**src/rtl/text_writer.sv**
```systemverilog
// text_writer: host-side character writer for an 80x25 text display.
// It takes bytes over a valid/ready handshake, writes printable characters
// into the screen and colour RAMs, and handles the CR, LF, BS and FF codes.
// RAM addresses are {row[4:0], col[6:0]}, which matches the scan-out logic.

module text_writer #(
  parameter int unsigned COLS       = 80,
  parameter int unsigned ROWS       = 25,
  parameter logic [7:0]  BLANK_CHAR = 8'h20,
  parameter logic [7:0]  RESET_ATTR = 8'hFC
) (
  input  logic        clk,
  input  logic        rst_n,
  input  logic [7:0]  data,
  input  logic [7:0]  attr,
  input  logic        valid,
  output logic        ready_o,
  output logic [11:0] wr_addr_o,
  output logic [7:0]  wr_char_o,
  output logic [7:0]  wr_colr_o,
  output logic        wren_ms_o,
  output logic        wren_mc_o,
  output logic [6:0]  cursor_x_o,
  output logic [4:0]  cursor_y_o
);

  localparam logic [6:0] LAST_COL = 7'(COLS - 1);
  localparam logic [6:0] COLS_W   = 7'(COLS);
  localparam logic [4:0] LAST_ROW = 5'(ROWS - 1);
  localparam logic [4:0] ROWS_W   = 5'(ROWS);

  localparam logic [7:0] CODE_BS = 8'h08;
  localparam logic [7:0] CODE_LF = 8'h0A;
  localparam logic [7:0] CODE_FF = 8'h0C;
  localparam logic [7:0] CODE_CR = 8'h0D;

  typedef enum logic [2:0] {
    INIT_CLR,
    IDLE,
    WRITE,
    CLR_LINE,
    CLR_SCREEN
  } state_t;

  state_t      state_q, state_d;
  logic [6:0]  cur_x_q, cur_x_d;
  logic [4:0]  cur_y_q, cur_y_d;
  logic [6:0]  clr_col_q, clr_col_d;
  logic [4:0]  clr_row_q, clr_row_d;
  logic [7:0]  attr_q, attr_d;
  logic        ready_q, ready_d;
  logic        wren_q, wren_d;
  logic [11:0] addr_q, addr_d;
  logic [7:0]  char_q, char_d;
  logic [7:0]  colr_q, colr_d;

  logic        accept;
  logic        printable;
  logic [4:0]  next_row;

  assign accept    = valid && ready_q && (state_q == IDLE);
  assign printable = (data >= 8'h20) && (data <= 8'h7E);
  assign next_row  = (cur_y_q == LAST_ROW) ? 5'd0 : cur_y_q + 5'd1;

  // Next-state logic: the byte decode, the cursor movement and the clear sequencers.
  // Each clear state spends its entry cycle idle, then issues one write per cycle,
  // and leaves one cycle after its last write so that ready rises as wren falls.
  always_comb begin
    state_d   = state_q;
    cur_x_d   = cur_x_q;
    cur_y_d   = cur_y_q;
    clr_col_d = clr_col_q;
    clr_row_d = clr_row_q;
    attr_d    = attr_q;
    wren_d    = 1'b0;
    addr_d    = addr_q;
    char_d    = char_q;
    colr_d    = colr_q;

    case (state_q)
      INIT_CLR, CLR_SCREEN: begin
        if (clr_row_q == ROWS_W) begin
          state_d = IDLE;
          cur_x_d = 7'd0;
          cur_y_d = 5'd0;
        end else begin
          wren_d = 1'b1;
          addr_d = {clr_row_q, clr_col_q};
          char_d = BLANK_CHAR;
          colr_d = (state_q == INIT_CLR) ? RESET_ATTR : attr_q;
          if (clr_col_q == LAST_COL) begin
            clr_col_d = 7'd0;
            clr_row_d = clr_row_q + 5'd1;
          end else begin
            clr_col_d = clr_col_q + 7'd1;
          end
        end
      end

      CLR_LINE: begin
        if (clr_col_q == COLS_W) begin
          state_d = IDLE;
        end else begin
          wren_d    = 1'b1;
          addr_d    = {cur_y_q, clr_col_q};
          char_d    = BLANK_CHAR;
          colr_d    = attr_q;
          clr_col_d = clr_col_q + 7'd1;
        end
      end

      WRITE: begin
        if (cur_x_q == LAST_COL) begin
          cur_x_d   = 7'd0;
          cur_y_d   = next_row;
          clr_col_d = 7'd0;
          state_d   = CLR_LINE;
        end else begin
          cur_x_d = cur_x_q + 7'd1;
          state_d = IDLE;
        end
      end

      IDLE: begin
        if (accept) begin
          attr_d = attr;
          if (printable) begin
            state_d = WRITE;
            wren_d  = 1'b1;
            addr_d  = {cur_y_q, cur_x_q};
            char_d  = data;
            colr_d  = attr;
          end else begin
            case (data)
              CODE_CR: cur_x_d = 7'd0;
              CODE_LF: begin
                cur_x_d   = 7'd0;
                cur_y_d   = next_row;
                clr_col_d = 7'd0;
                state_d   = CLR_LINE;
              end
              CODE_BS: begin
                if (cur_x_q != 7'd0) begin
                  cur_x_d = cur_x_q - 7'd1;
                end
              end
              CODE_FF: begin
                clr_col_d = 7'd0;
                clr_row_d = 5'd0;
                state_d   = CLR_SCREEN;
              end
              default: ;
            endcase
          end
        end
      end

      default: state_d = IDLE;
    endcase

    ready_d = (state_d == IDLE) && !accept;
  end

  // State and registered outputs; reset aborts any write or clear immediately.
  always_ff @(posedge clk or negedge rst_n) begin
    if (!rst_n) begin
      state_q   <= INIT_CLR;
      cur_x_q   <= 7'd0;
      cur_y_q   <= 5'd0;
      clr_col_q <= 7'd0;
      clr_row_q <= 5'd0;
      attr_q    <= 8'd0;
      ready_q   <= 1'b0;
      wren_q    <= 1'b0;
      addr_q    <= 12'd0;
      char_q    <= 8'd0;
      colr_q    <= 8'd0;
    end else begin
      state_q   <= state_d;
      cur_x_q   <= cur_x_d;
      cur_y_q   <= cur_y_d;
      clr_col_q <= clr_col_d;
      clr_row_q <= clr_row_d;
      attr_q    <= attr_d;
      ready_q   <= ready_d;
      wren_q    <= wren_d;
      addr_q    <= addr_d;
      char_q    <= char_d;
      colr_q    <= colr_d;
    end
  end

  assign ready_o    = ready_q;
  assign wr_addr_o  = addr_q;
  assign wr_char_o  = char_q;
  assign wr_colr_o  = colr_q;
  assign wren_ms_o  = wren_q;
  assign wren_mc_o  = wren_q;
  assign cursor_x_o = cur_x_q;
  assign cursor_y_o = cur_y_q;

endmodule

```
**config.mk**
```make
export PLATFORM = sky130hd
export DESIGN_NAME = text_writer
export DESIGN_NICKNAME = d
export VERILOG_FILES = /design/src/rtl/text_writer.sv
export SDC_FILE = /design/constraint.sdc
export NUM_CORES = 1
export LEC_CHECK = 0
export BUFFER_PORTS_ARGS = -buffer_cell sky130_fd_sc_hd__buf_2
export CAP_MARGIN = 20
export CORE_MARGIN = 1.5
export CORE_UTILIZATION = 60
export DETAILED_ROUTE_END_ITERATION = 7
export PLACE_DENSITY = 0.84
export SLEW_MARGIN = 20
export SYNTH_ARGS = -nofsm -noshare
export SYNTH_HDL_FRONTEND = slang
export SYNTH_SLANG_ARGS = --single-unit
```
**constraint.sdc**
```tcl
create_clock -name clk -period 3.7 [get_ports clk]
set_clock_uncertainty 0.1 [all_clocks]
set_input_delay 0.555 -clock clk [delete_from_list [all_inputs] [get_ports clk]]
set_output_delay 0.555 -clock clk [all_outputs]
set_load 0.005 [all_outputs]
```
* After elaboration in Yosys (flattened, before gate mapping)
Index checks and enable logic that the tools add are counted.
** Word-level totals
- Bits in registers :: 65
- Output and inout bits :: 43
- Logic and storage cells :: 121
** Operators by class
- Add/subtract/negate cells :: 5
- Magnitude comparators :: 2
- Equality and inequality tests :: 27
- Multiplexer cells :: 56
- Reduce and logical (&&, ||, !) cells :: 20
** Operators with widths (number)
- $mux W7 :: 12
- $mux W8 :: 9
- $mux W5 :: 11
- $mux W12 :: 4
- $pmux W8 S3 :: 2
- $pmux W12 S3 :: 1
- $eq A8 B4 Y1 const B :: 4
- $pmux W7 S4 :: 1
- $eq A7 B7 Y1 const B :: 3
- $pmux W7 S3 :: 1
- $ne A2 B2 Y1 const B :: 9
- $reduce_and A6 Y1 :: 3
- $pmux W5 S3 :: 1
- $add A7 B1 Y7 const B :: 2
- $pmux W7 S2 :: 1
- $mux W3 :: 4
- $pmux W3 S4 :: 1
- $add A5 B1 Y5 const B :: 2
- $eq A5 B5 Y1 const B :: 2
- $pmux W5 S2 :: 1
- $ge A8 B6 Y1 const B :: 1
- $le A8 B7 Y1 const B :: 1
- $reduce_and A7 Y1 :: 1
- $reduce_bool A7 Y1 :: 1
- 20 further kinds :: 32

* Longest topological paths before layout
Gate-level depths: netlist (run 1).
- Depth after elaboration :: 7
- Mapped depth :: 9
- Depth with buffers taken out :: 7

* Worst setup path before layout (run 1)
OpenSTA, ideal clock, no wires.
- Path type :: input-to-reg
- From :: in data[4]
- To :: reg cur_x_q[4], in the netlist cursor_x_o[4]
- Library setup time :: 0.126 ns
- Data arrival time :: 2.251 ns
- Path slack :: 1.223 ns
- Cell stages on the path :: 6
- Buffers on the path :: 1
- Cell sequence :: or3b_4 -> or3_4 -> o31a_1 -> or2_1 -> buf_6 -> o32a_1
** On the way
- Longest elaborated chain between the ends :: 6
** RTL lines
- start: declaration :: RTL line 14 : input logic [7:0] data,
- $eq A8 B4 Y1 :: RTL line 134 : case (data)
- $reduce_or A2 Y1 (no source line)
- $pmux W7 S2 :: RTL line 134
- $mux W7 :: RTL line 127 : if (printable) begin
- $mux W7 :: RTL line 125 : if (accept) begin
- $pmux W7 S3 :: RTL line 80 : case (state_q)
- end signal: assignment :: RTL line 180 : cur_x_q <= cur_x_d;
- end: declaration :: RTL line 46 : logic [6:0] cur_x_q, cur_x_d;
Parallel ways exist; a longest one is shown, timed or not. The select of a mux whose other input is x is not followed.
A chain may end at the register's enable or synchronous reset.

* Final worst setup path (run 1)
- From :: reg clr_col_q[0]
- To :: reg clr_col_q[4]
** On the way
- Longest elaborated chain between the ends :: 4
** RTL lines
- start: declaration :: RTL line 48 : logic [6:0] clr_col_q, clr_col_d;
- start signal: assignment :: RTL line 182 : clr_col_q <= clr_col_d;
- $add A7 B1 Y7 or $eq A7 B7 Y1 (tied branches) :: RTL line 95, 108, 91
- $mux W7 :: RTL line 91 : if (clr_col_q == LAST_COL) begin
- $mux W7 :: RTL line 82 : if (clr_row_q == ROWS_W) begin
- $pmux W7 S4 :: RTL line 80
Parallel ways exist; a longest one is shown, timed or not. The select of a mux whose other input is x is not followed.

==> impl_metrics.yaml, run 1 <==
outcome:
  status: "completed"
finish:
  diodes: 0
  fillers: 462
  final_cell_mix: "65 x dfrtp_1, 60 x buf_2, 42 x nand2_1"
  syn_to_final_growth_pct: 14.0
  layout.nets: 470
  postLayoutCellArea_mm2: 0.00426
  mostFrequentLayoutCell: "dfrtp_1"
  layout-drive-gt1-share_pct: 24.9
power_and_ir_drop:
  p_clk_share_pct: 16.0
  pwr-share-seq_pct: 35.3
  netSwitchingFraction_pct: 42.7
  internal_power_mw: 2.01
  power.switching_mw: 1.50
  peakVddDrop_mv: 0.474
  p_leak_nw: 1.98
  combPwrFrac_pct: 48.7
  power.density_mw_per_mm2: 825
clock_network:
  insertion_delay_ns: 0.34
  clockRootBuffer: "clkbuf_8"
  clk_pin_slew_ns: 0.06
  cts-resized-gates: 0
  cts_setup_buffers: 0
  cts_buffer_depth: 2
  htree_num_levels: 3
  hold_buffers: 0
  cts_sinks: 65
  numCtsBuffers: 9
  cts_tree: "built"
worst_hold_path:
  hold_class: "in2async"
sta:
  relSlewSlack_pct: 33.5
  layout_min_cycle_time_ns: 2.85
  tightestPinTransition_ns: 0.985
  finalCritPeriodShare_pct: 77.0
  setup_violations: 0
  maxSlewViolCount: 0
  timing_hold_violations_final: 0
  fmax_ghz: 0.351
  rsz0062_at_grt: "false"
  finalSetupTns_ns: 0
setup_path:
  path_class: "reg2reg"
  worstSetupEndpointType: "flip-flop"
  required_ns: 3.82
  path_max_fanout: 8
  setup.worst_path.start_class: "flip-flop"
  cp.arrival_ns: 2.97
placement:
  gp_congestion: 0.906
  io_buffers: 61
  dpl-instance-area_mm2: 0.00408
  hpwl_um: 6340
die:
  row_count: 28
  fp.dieArea_mm2: 0.00671
  pin_count: 62
  design.core.area_mm2: 0.00596
  initial_utilization_pct: 62.7
  die_w_um: 81.9
  chipHeight_um: 81.9
global_routing:
  grt_max_degree: 45
  grt_pass1_vias: 3148
  track_usage_pct: 29.4
  grt_overflow_total: 0
  antenna_found_initial: 0
  grt_pass1_wl_um: 14800
flow_run:
  maxCapViolCount: 0
yosys:
  async_reset_ff_share_pct: 100
  synth_top_area_cell: "dfrtp_1"
  synth_area_mm2: 0.00373
  synth_top_area_share_pct: 43.6
  synth-seq-cells: 65
  synth_edf_count: 0
  synthDistinctLibCells: 63
  syn_nets: 415
  synth.avg_cell_area_um2: 9.65
  dominantRegCellSynth: "dfrtp_1"
  synth_warnings: 0
  seq_area_frac_synth_pct: 43.6
  synthTopCellsByArea: "dfrtp_1 44%, mux2_2 6.6%, nand2_1 4.2%"
  syn_inst: 387
detailed_routing:
  vias: 3326
  vias_per_cell: 6.38
  firstDrtPassIters: 5
  wirelength_um: 8980
  wl_per_cell_um: 17.2
  ant_nets: 0
  drc: 0
  drtIter0Drc: 362
## cell type report
class	instances	area [um2]	area share (%)
Clock inverter	3	42.5	0.999
Multi-Input combinational cell	273	1910	44.9
Inverter	27	101	2.38
Sequential cell	65	1630	38.2
Clock buffer	12	135	3.17
Timing Repair Buffer	66	345	8.11
Tap cell	75	93.8	2.20
## power groups by stage
stage          clock network, mW  logic [mW]  registers, mW
3_5_place_dp                   0        1.68           1.24
4_1_cts                    0.573        1.70           1.23
2_1_floorplan                  0        1.24           1.16
5_1_grt                    0.598        1.89           1.28
3_3_place_gp                   0        1.63           1.23
6_report                   0.562        1.71           1.24
## Yosys cell counts, types with 9 or more instances
| cell type | instances |
|---|---|
| o22ai_1 | 9 |
| a21oi_1 | 11 |
| nand4_1 | 9 |
| dfrtp_1 | 65 |
| ha_1 | 9 |
| mux2_2 | 22 |
| o21ai_0 | 23 |
| clkbuf_1 | 11 |
| mux2i_1 | 15 |
| nor2_1 | 16 |
| inv_1 | 27 |
| nand2_1 | 42 |
## kinds of logic after synthesis
| logic type | synth area share, % |
|---|---|
| compound gates | 18.7 |
| mux | 10.7 |
| buf+inv | 5.53 |
| xor+xnor | 0.704 |
| fa+ha+maj | 3.02 |
| simple gates | 17.9 |
| flops | 43.6 |
## worst max-delay path, stage by stage (launching register included)
cell	delay (ns)
dfrtp_1	0.40
inv_1	0.11
ha_1	0.16
nand2_1	0.07
o41ai_1	0.81
o221ai_2	0.41
and2_0	0.37
a32o_1	0.30
## worst paths after layout
kind / to / cells after the start / slack (ns) / from
worst min register to register: wr_char_o[7] / 2 / 0.40 / wr_char_o[7]
min in group clk: attr_q[3] / 2 / 0.36 / attr[3]
worst max-delay path: clr_col_q[4] / 7 / 0.85 / clr_col_q[0]
max in group asynchronous: attr_q[7] / 2 / 2.69 / rst_n
worst max register to register: clr_col_q[4] / 7 / 0.85 / clr_col_q[0]
worst min-delay path: wr_char_o[3] / 1 / 0.10 / rst_n
## sequential cells by signal, indices dropped and copies added, names as in the netlist
register,cells
attr_q,8
clr_col_q,7
clr_row_q,5
cursor_x_o,7
cursor_y_o,5
ready_o,1
state_q,3
wr_addr_o,12
wr_char_o,8
wr_colr_o,8
wren_mc_o,1
## metrics by stage
stage | setup WS, ns | power [mW] | hold WS, ns | util, % | std cells
after global routing | 0.735 | 3.77 | 0.149 | 71.5 | 521
after CTS | 0.916 | 3.50 | 0.303 | 71.4 | 521
final | 0.853 | 3.51 | 0.104 | 71.5 | 521
after global placement | 0.900 | 2.86 | 0.387 | 68.5 | 506
after detailed placement | 0.767 | 2.92 | 0.389 | 68.5 | 506
after floorplan | 1.22 | 2.40 | 0.159 | - | 387
## metal layers
| layer | up-vias | share of wire (%) | GRT usage [%] |
|---|---|---|---|
| met1 | 1604 | 44 | 40.2 |
| met3 | 21 | 8.0 | 5.67 |
| met5 | - | 0 | 0 |
| met2 | 173 | 46 | 45.3 |
| li1 | 1528 | - | - |
| met4 | 0 | 2.1 | 13.4 |
(Power assumes the default switching activity.)
==> inputs of run 2 (changes only) <==
--- a/config.mk
+++ b/config.mk
@@ -5,12 +5,13 @@
 export SDC_FILE = /design/constraint.sdc
 export NUM_CORES = 1
 export LEC_CHECK = 0
+export ABC_AREA = 1
 export BUFFER_PORTS_ARGS = -buffer_cell sky130_fd_sc_hd__buf_2
 export CAP_MARGIN = 20
 export CORE_MARGIN = 1.5
-export CORE_UTILIZATION = 60
+export CORE_UTILIZATION = 52
 export DETAILED_ROUTE_END_ITERATION = 7
-export PLACE_DENSITY = 0.84
+export PLACE_DENSITY = 0.77
 export SLEW_MARGIN = 20
 export SYNTH_ARGS = -nofsm -noshare
 export SYNTH_HDL_FRONTEND = slang
==> constraint.sdc (replaced) <==
create_clock -name clk -period 2.48 [get_ports clk]
set_clock_uncertainty 0.1 [all_clocks]
set_input_delay 0.372 -clock clk [delete_from_list [all_inputs] [get_ports clk]]
set_output_delay 0.372 -clock clk [all_outputs]
set_load 0.005 [all_outputs]
==> run 2 against run 1 <==
Effect of this change:
- synthesized cell count rose by 50%
- core utilization fell by 8.9 points
- final area rose by 8.3%
- setup slack got worse by 0.53 ns
- critical path depth rose by 2
- final cell count rose by 43%
- first-iteration DRC count fell by 12%
- highest routed layer unchanged
==> impl_metrics.yaml, run 2 <==
power_and_ir_drop:
  peakVddDrop_mv: 0.482
  total_power_mw: 5.00
  p_leak_nw: 2.58
  power.density_mw_per_mm2: 1080
yosys:
  syn_inst: 580
  dominantRegCellSynth: "dfrtp_1"
  synth_simple_gate_area_share_pct: 41.1
  synthAdderAreaFrac_pct: 2.81
  synth_top_area_cell: "dfrtp_1"
  synth_xor_area_share_pct: 1.09
  synthTopCellsByArea: "dfrtp_1 41%, nand2_1 19%, nand3_1 11%"
  seq_area_frac_synth_pct: 40.6
  synth_top_family_by_area: "simple AND/OR/NAND/NOR gates"
  syn_nets: 608
  synth-seq-cells: 65
  synth_warnings: 0
  synth_common_cells: "207 x nand2_1, 88 x nand3_1, 65 x dfrtp_1"
  synth_top_area_share_pct: 40.6
  async_reset_ff_share_pct: 100
  synth.area.mux_share_pct: 0
  synth_most_common_cell: "nand2_1"
  synthDistinctLibCells: 28
  synth_compound_area_share_pct: 6.09
  synth_edf_count: 0
  synth.avg_cell_area_um2: 6.91
  synth_area_mm2: 0.00401
detailed_routing:
  wirelength_um: 10300
  ant_nets: 0
  firstDrtPassIters: 5
  drc: 0
  drtIter0Drc: 319
  vias: 4003
  wl_per_cell_um: 13.9
  vias_per_cell: 5.39
setup_path:
  setup.worst_path.start_class: "flip-flop"
  required_ns: 2.63
  worstSetupEndpointType: "flip-flop"
  cp.arrival_ns: 2.31
  path_max_fanout: 27
  path_class: "reg2reg"
clock_network:
  cts-resized-gates: 0
  hold_buffers: 0
  cts_buffer_depth: 2
  cts_tree: "built"
  clk_pin_slew_ns: 0.08
  numCtsBuffers: 9
  cts_setup_buffers: 0
  insertion_delay_ns: 0.36
  cts_sinks: 65
  htree_num_levels: 3
  clockRootBuffer: "clkbuf_8"
finish:
  final_cell_mix: "207 x nand2_1, 88 x nand3_1, 65 x dfrtp_1"
  diodes: 0
  largest_reg_flops: 12
  layout-drive-gt1-share_pct: 16.6
  postLayoutCellArea_mm2: 0.00461
  syn_to_final_growth_pct: 15.1
  mostFrequentLayoutCell: "nand2_1"
  layout.nets: 667
worst_hold_path:
  hold_class: "in2async"
sta:
  finalCritPeriodShare_pct: 86.9
  setup_violations: 0
  tightestPinTransition_ns: 0.819
  finalSetupTns_ns: 0
  post-route-worst-setup-slack_ns: 0.326
  layout_min_cycle_time_ns: 2.15
  maxSlewViolCount: 0
  rsz0062_at_grt: "false"
  fmax_ghz: 0.464
  timing_hold_violations_final: 0
  relSlewSlack_pct: 45.4
global_routing:
  grt_pass1_vias: 3726
  grt_max_degree: 66
  antenna_found_initial: 0
  grt_pass1_wl_um: 17300
  grt_overflow_total: 0
  track_usage_pct: 25.9
placement:
  dp_slack_ns: 0.367
  io_buffers: 61
  gp_congestion: 0.913
  hpwl_um: 7230
  dpl-instance-area_mm2: 0.00436
die:
  row_count: 31
  chipHeight_um: 90.8
  die_w_um: 90.8
  initial_utilization_pct: 54.4
  fp.dieArea_mm2: 0.00824
  design.core.area_mm2: 0.00737
  pin_count: 62
outcome:
  status: "completed"
flow_run:
  maxCapViolCount: 0
run 2: cell count changes in the layout (fill, tap and decap cells not counted), sizes merged, moves of 6 or more:
cell,change
mux2i,-15
o31ai,-8
nand4,+6
nand3,+81
o22ai,-9
o21ai,+12
inv,+34
nor2b,-7
nand2,+170
mux2,-22
nor2,+37
run 2: logic make-up (layout without fill, tap and decap cells):
family                     count (synthesis)  in the layout
AOI/OAI and AO/OA                         46             46
xor gates and xnor gates                   5              5
adders and majority gates                  9              9
buffers and inverters                     77            141
DFF                                       65             65
and+or+nand+nor                          378            378
run 2: critical path, cell delays in order (launching register included):
cell and delay (ns):
dfrtp_1 0.44, inv_2 0.10, nand3_2 0.17, inv_2 0.23, nand3_1 0.17, nand2_2 0.12, nor2_2 0.36, nand2_2 0.19
nand2_1 0.10, nand2_1 0.05
run 2: metrics by stage:
stage	std cells	util [%]	hold WS, ns
3_3_place_gp	727	59.2	0.368
5_1_grt	743	62.6	0.180
4_1_cts	743	62.6	0.117
2_1_floorplan	580	-	-0.0236
6_report	743	62.6	0.0808
3_5_place_dp	727	59.2	0.375
run 2: cell type report:
| cell class | count | area, um2 |
|---|---|---|
| Clock buffer | 9 | 124 |
| Multi-Input combinational cell | 438 | 2050 |
| Tap cell | 99 | 124 |
| Inverter | 59 | 221 |
| Timing Repair Buffer | 66 | 343 |
| Fill cell | 699 | 2760 |
| Sequential cell | 65 | 1630 |
| Clock inverter | 7 | 125 |
run 2: worst paths after layout:
check / cells past startpoint / start / end / slack, ns
worst min register to register: 2 / attr_q[1] / attr_q[1] / 0.39
max in group asynchronous: 2 / rst_n / wr_addr_o[11] / 1.65
worst max-delay path: 9 / state_q[2] / cursor_x_o[0] / 0.33
worst max register to register: 9 / state_q[2] / cursor_x_o[0] / 0.33
min in group clk: 3 / data[6] / wr_char_o[6] / 0.16
worst min-delay path: 2 / rst_n / attr_q[5] / 0.08
run 2: per-layer routing:
layer,vias to the layer above,GRT usage [%],wire [um]
li1,1970,-,-
met1,1876,33.6,4560
met2,139,43.2,5010
met3,18,3.62,566
met4,0,11.1,177
met5,-,0,0
run 2: where the power goes:
| part | internal (mW) | switching (mW) | total [mW] | leakage [nW] |
|---|---|---|---|---|
| combinational | 0.706 | 1.52 | 2.23 | 1.60 |
| sequential | 1.37 | 0.253 | 1.63 | 0.858 |
| clock | 0.678 | 0.467 | 1.15 | 0.124 |
| total | 2.76 | 2.24 | 5.00 | 2.58 |
==> inputs of run 3 (changes only) <==
--- a/config.mk
+++ b/config.mk
@@ -9,9 +9,9 @@
 export BUFFER_PORTS_ARGS = -buffer_cell sky130_fd_sc_hd__buf_2
 export CAP_MARGIN = 20
 export CORE_MARGIN = 1.5
-export CORE_UTILIZATION = 52
+export CORE_UTILIZATION = 35
 export DETAILED_ROUTE_END_ITERATION = 7
-export PLACE_DENSITY = 0.77
+export RECOVER_POWER = 25
 export SLEW_MARGIN = 20
 export SYNTH_ARGS = -nofsm -noshare
 export SYNTH_HDL_FRONTEND = slang
==> run 3 against run 2 <==
Effect of this change:
- first-iteration DRC count shrank 31%
- core utilization shrank 20 points
- clock power grew 4%
- global-route usage shrank 6.8 points
- critical path type unchanged
==> impl_metrics.yaml, run 3 (same netlist as run 2, synthesis figures left out) <==
sta:
  layout_min_cycle_time_ns: 2.21
  tightestPinTransition_ns: 1.44
  fmax_ghz: 0.453
  finalSetupTns_ns: 0
  relSlewSlack_pct: 3.91
  finalCritPeriodShare_pct: 89.0
  setup_violations: 0
  post-route-worst-setup-slack_ns: 0.272
  rsz0062_at_grt: "false"
  timing_hold_violations_final: 0
  maxSlewViolCount: 0
die:
  design.core.area_mm2: 0.0110
  fp.dieArea_mm2: 0.0121
  row_count: 38
  initial_utilization_pct: 36.5
  die_w_um: 110
  chipHeight_um: 110
  pin_count: 62
finish:
  final_util_pct: 42.9
  multi_input_comb_area_mm2: 0.00205
  mostFrequentLayoutCell: "nand2_1"
  syn_to_final_growth_pct: 17.7
  final-seq-area_mm2: 0.00163
  layout.nets: 670
  layout-drive-gt1-share_pct: 16.7
  largest_reg_flops: 12
  fillers: 1131
  diodes: 0
  final_cell_mix: "207 x nand2_1, 88 x nand3_1, 65 x dfrtp_1"
detailed_routing:
  drc: 0
  dr_wl_met2_um: 4770
  drtIter0Drc: 219
  routedLengthMet1_um: 4940
  met3_length_um: 664
  vias_per_cell: 5.01
  wl_per_cell_um: 13.4
  wirelength_um: 10600
  firstDrtPassIters: 5
  ant_nets: 0
  highest_layer: "met4"
  vias: 3936
clock_network:
  insertion_delay_ns: 0.34
  cts_sinks: 65
  clk_pin_slew_ns: 0.06
  cts_buffer_depth: 2
  clockRootBuffer: "clkbuf_16"
  cts_setup_buffers: 0
  cts-resized-gates: 0
  cts_tree: "built"
  htree_num_levels: 3
  numCtsBuffers: 9
power_and_ir_drop:
  power.density_mw_per_mm2: 1080
  p_leak_nw: 2.60
  peakVddDrop_mv: 0.767
setup_path:
  path_common_cell: "nand2_1"
  worstSetupEndpointType: "flip-flop"
  path_cells: "ha_1, nand3_1, o21ai_1, nand3_1, nor2_4, nand2_1, nand2_1, nand2_1"
  cp.arrival_ns: 2.34
  crit_slowest_cell: "dfrtp_1"
  crit_buf_inv: 0
  setup.worst_path.start_class: "flip-flop"
  slowest_delay_ns: 0.48
  cp-startpoint: "cursor_x_o[0]"
  required_ns: 2.61
  path_class: "reg2reg"
  regToRegStartpoint: "cursor_x_o[0]"
  crit_family: "simple AND/OR/NAND/NOR gates"
  path_max_fanout: 8
global_routing:
  track_usage_pct: 19.1
  grt_max_degree: 66
  grt_pass1_vias: 3644
  antenna_found_initial: 0
  grt_overflow_total: 0
  grt_pass1_wl_um: 17600
flow_run:
  maxCapViolCount: 0
worst_hold_path:
  hold_path_startpoint: "attr[7]"
  hold_class: "in2reg"
placement:
  hpwl_um: 7600
  io_buffers: 61
  gp_congestion: 0.893
  dp_slack_ns: 0.322
outcome:
  status: "completed"
## run 3: final timing paths
| kind | depth (start not counted) | slack (ns) | endpoint |
|---|---|---|---|
| setup reg to reg | 8 | 0.27 | clr_col_q[0] |
| max in group asynchronous | 3 | 0.49 | clr_col_q[2] |
| hold reg to reg | 2 | 0.39 | attr_q[6] |
| setup / recovery | 8 | 0.27 | clr_col_q[0] |
| hold / removal | 3 | 0.18 | attr_q[7] |
| min in group asynchronous | 3 | 0.91 | attr_q[5] |
## run 3: per-stage QoR
| stage | instances | hold slack [ns] | power, mW | cell area, um2 |
|---|---|---|---|---|
| after floorplan | 580 | -0.0236 | 3.23 | 4010 |
| after global placement | 770 | 0.318 | 3.86 | 4440 |
| after detailed placement | 770 | 0.321 | 3.90 | 4440 |
| after CTS | 786 | 0.167 | 5.12 | 4730 |
| after global routing | 786 | 0.201 | 5.52 | 4720 |
| final | 786 | 0.183 | 5.08 | 4720 |
## run 3: where the power goes
group	switching (mW)	internal, mW	leakage (nW)
clock	0.473	0.724	0.134
sequential	0.250	1.38	0.858
combinational	1.53	0.720	1.61
total	2.26	2.82	2.60
## run 3: layout make-up
type,count,share of cell area [%]
clock buffers,11,5.36
clock inverters,4,0.610
inverters,59,4.69
multi-input cells,438,43.4
flip-flops and latches,65,34.5
well taps,140,3.71
repair buffers,69,7.75
## run 3: timing repair
item | CTS | global route
endpoints found under the setup margin | 0 | 0
hold buffers | 1 | 0
hold endpoints to repair | 65 | 0
## run 3: metal layers
layer | track usage (%) | up-vias
met5 | 0 | -
met4 | 7.24 | 0
met3 | 5.64 | 16
met2 | 29.9 | 122
met1 | 24.7 | 1822
li1 | - | 1976
## run 3: worst register-to-register path, stage by stage (launching register included)
cell,delay [ns]
dfrtp_1,0.48
ha_1,0.23
nand3_1,0.17
o21ai_1,0.35
nand3_1,0.19
nor2_4,0.21
nand2_1,0.20
nand2_1,0.11
nand2_1,0.05
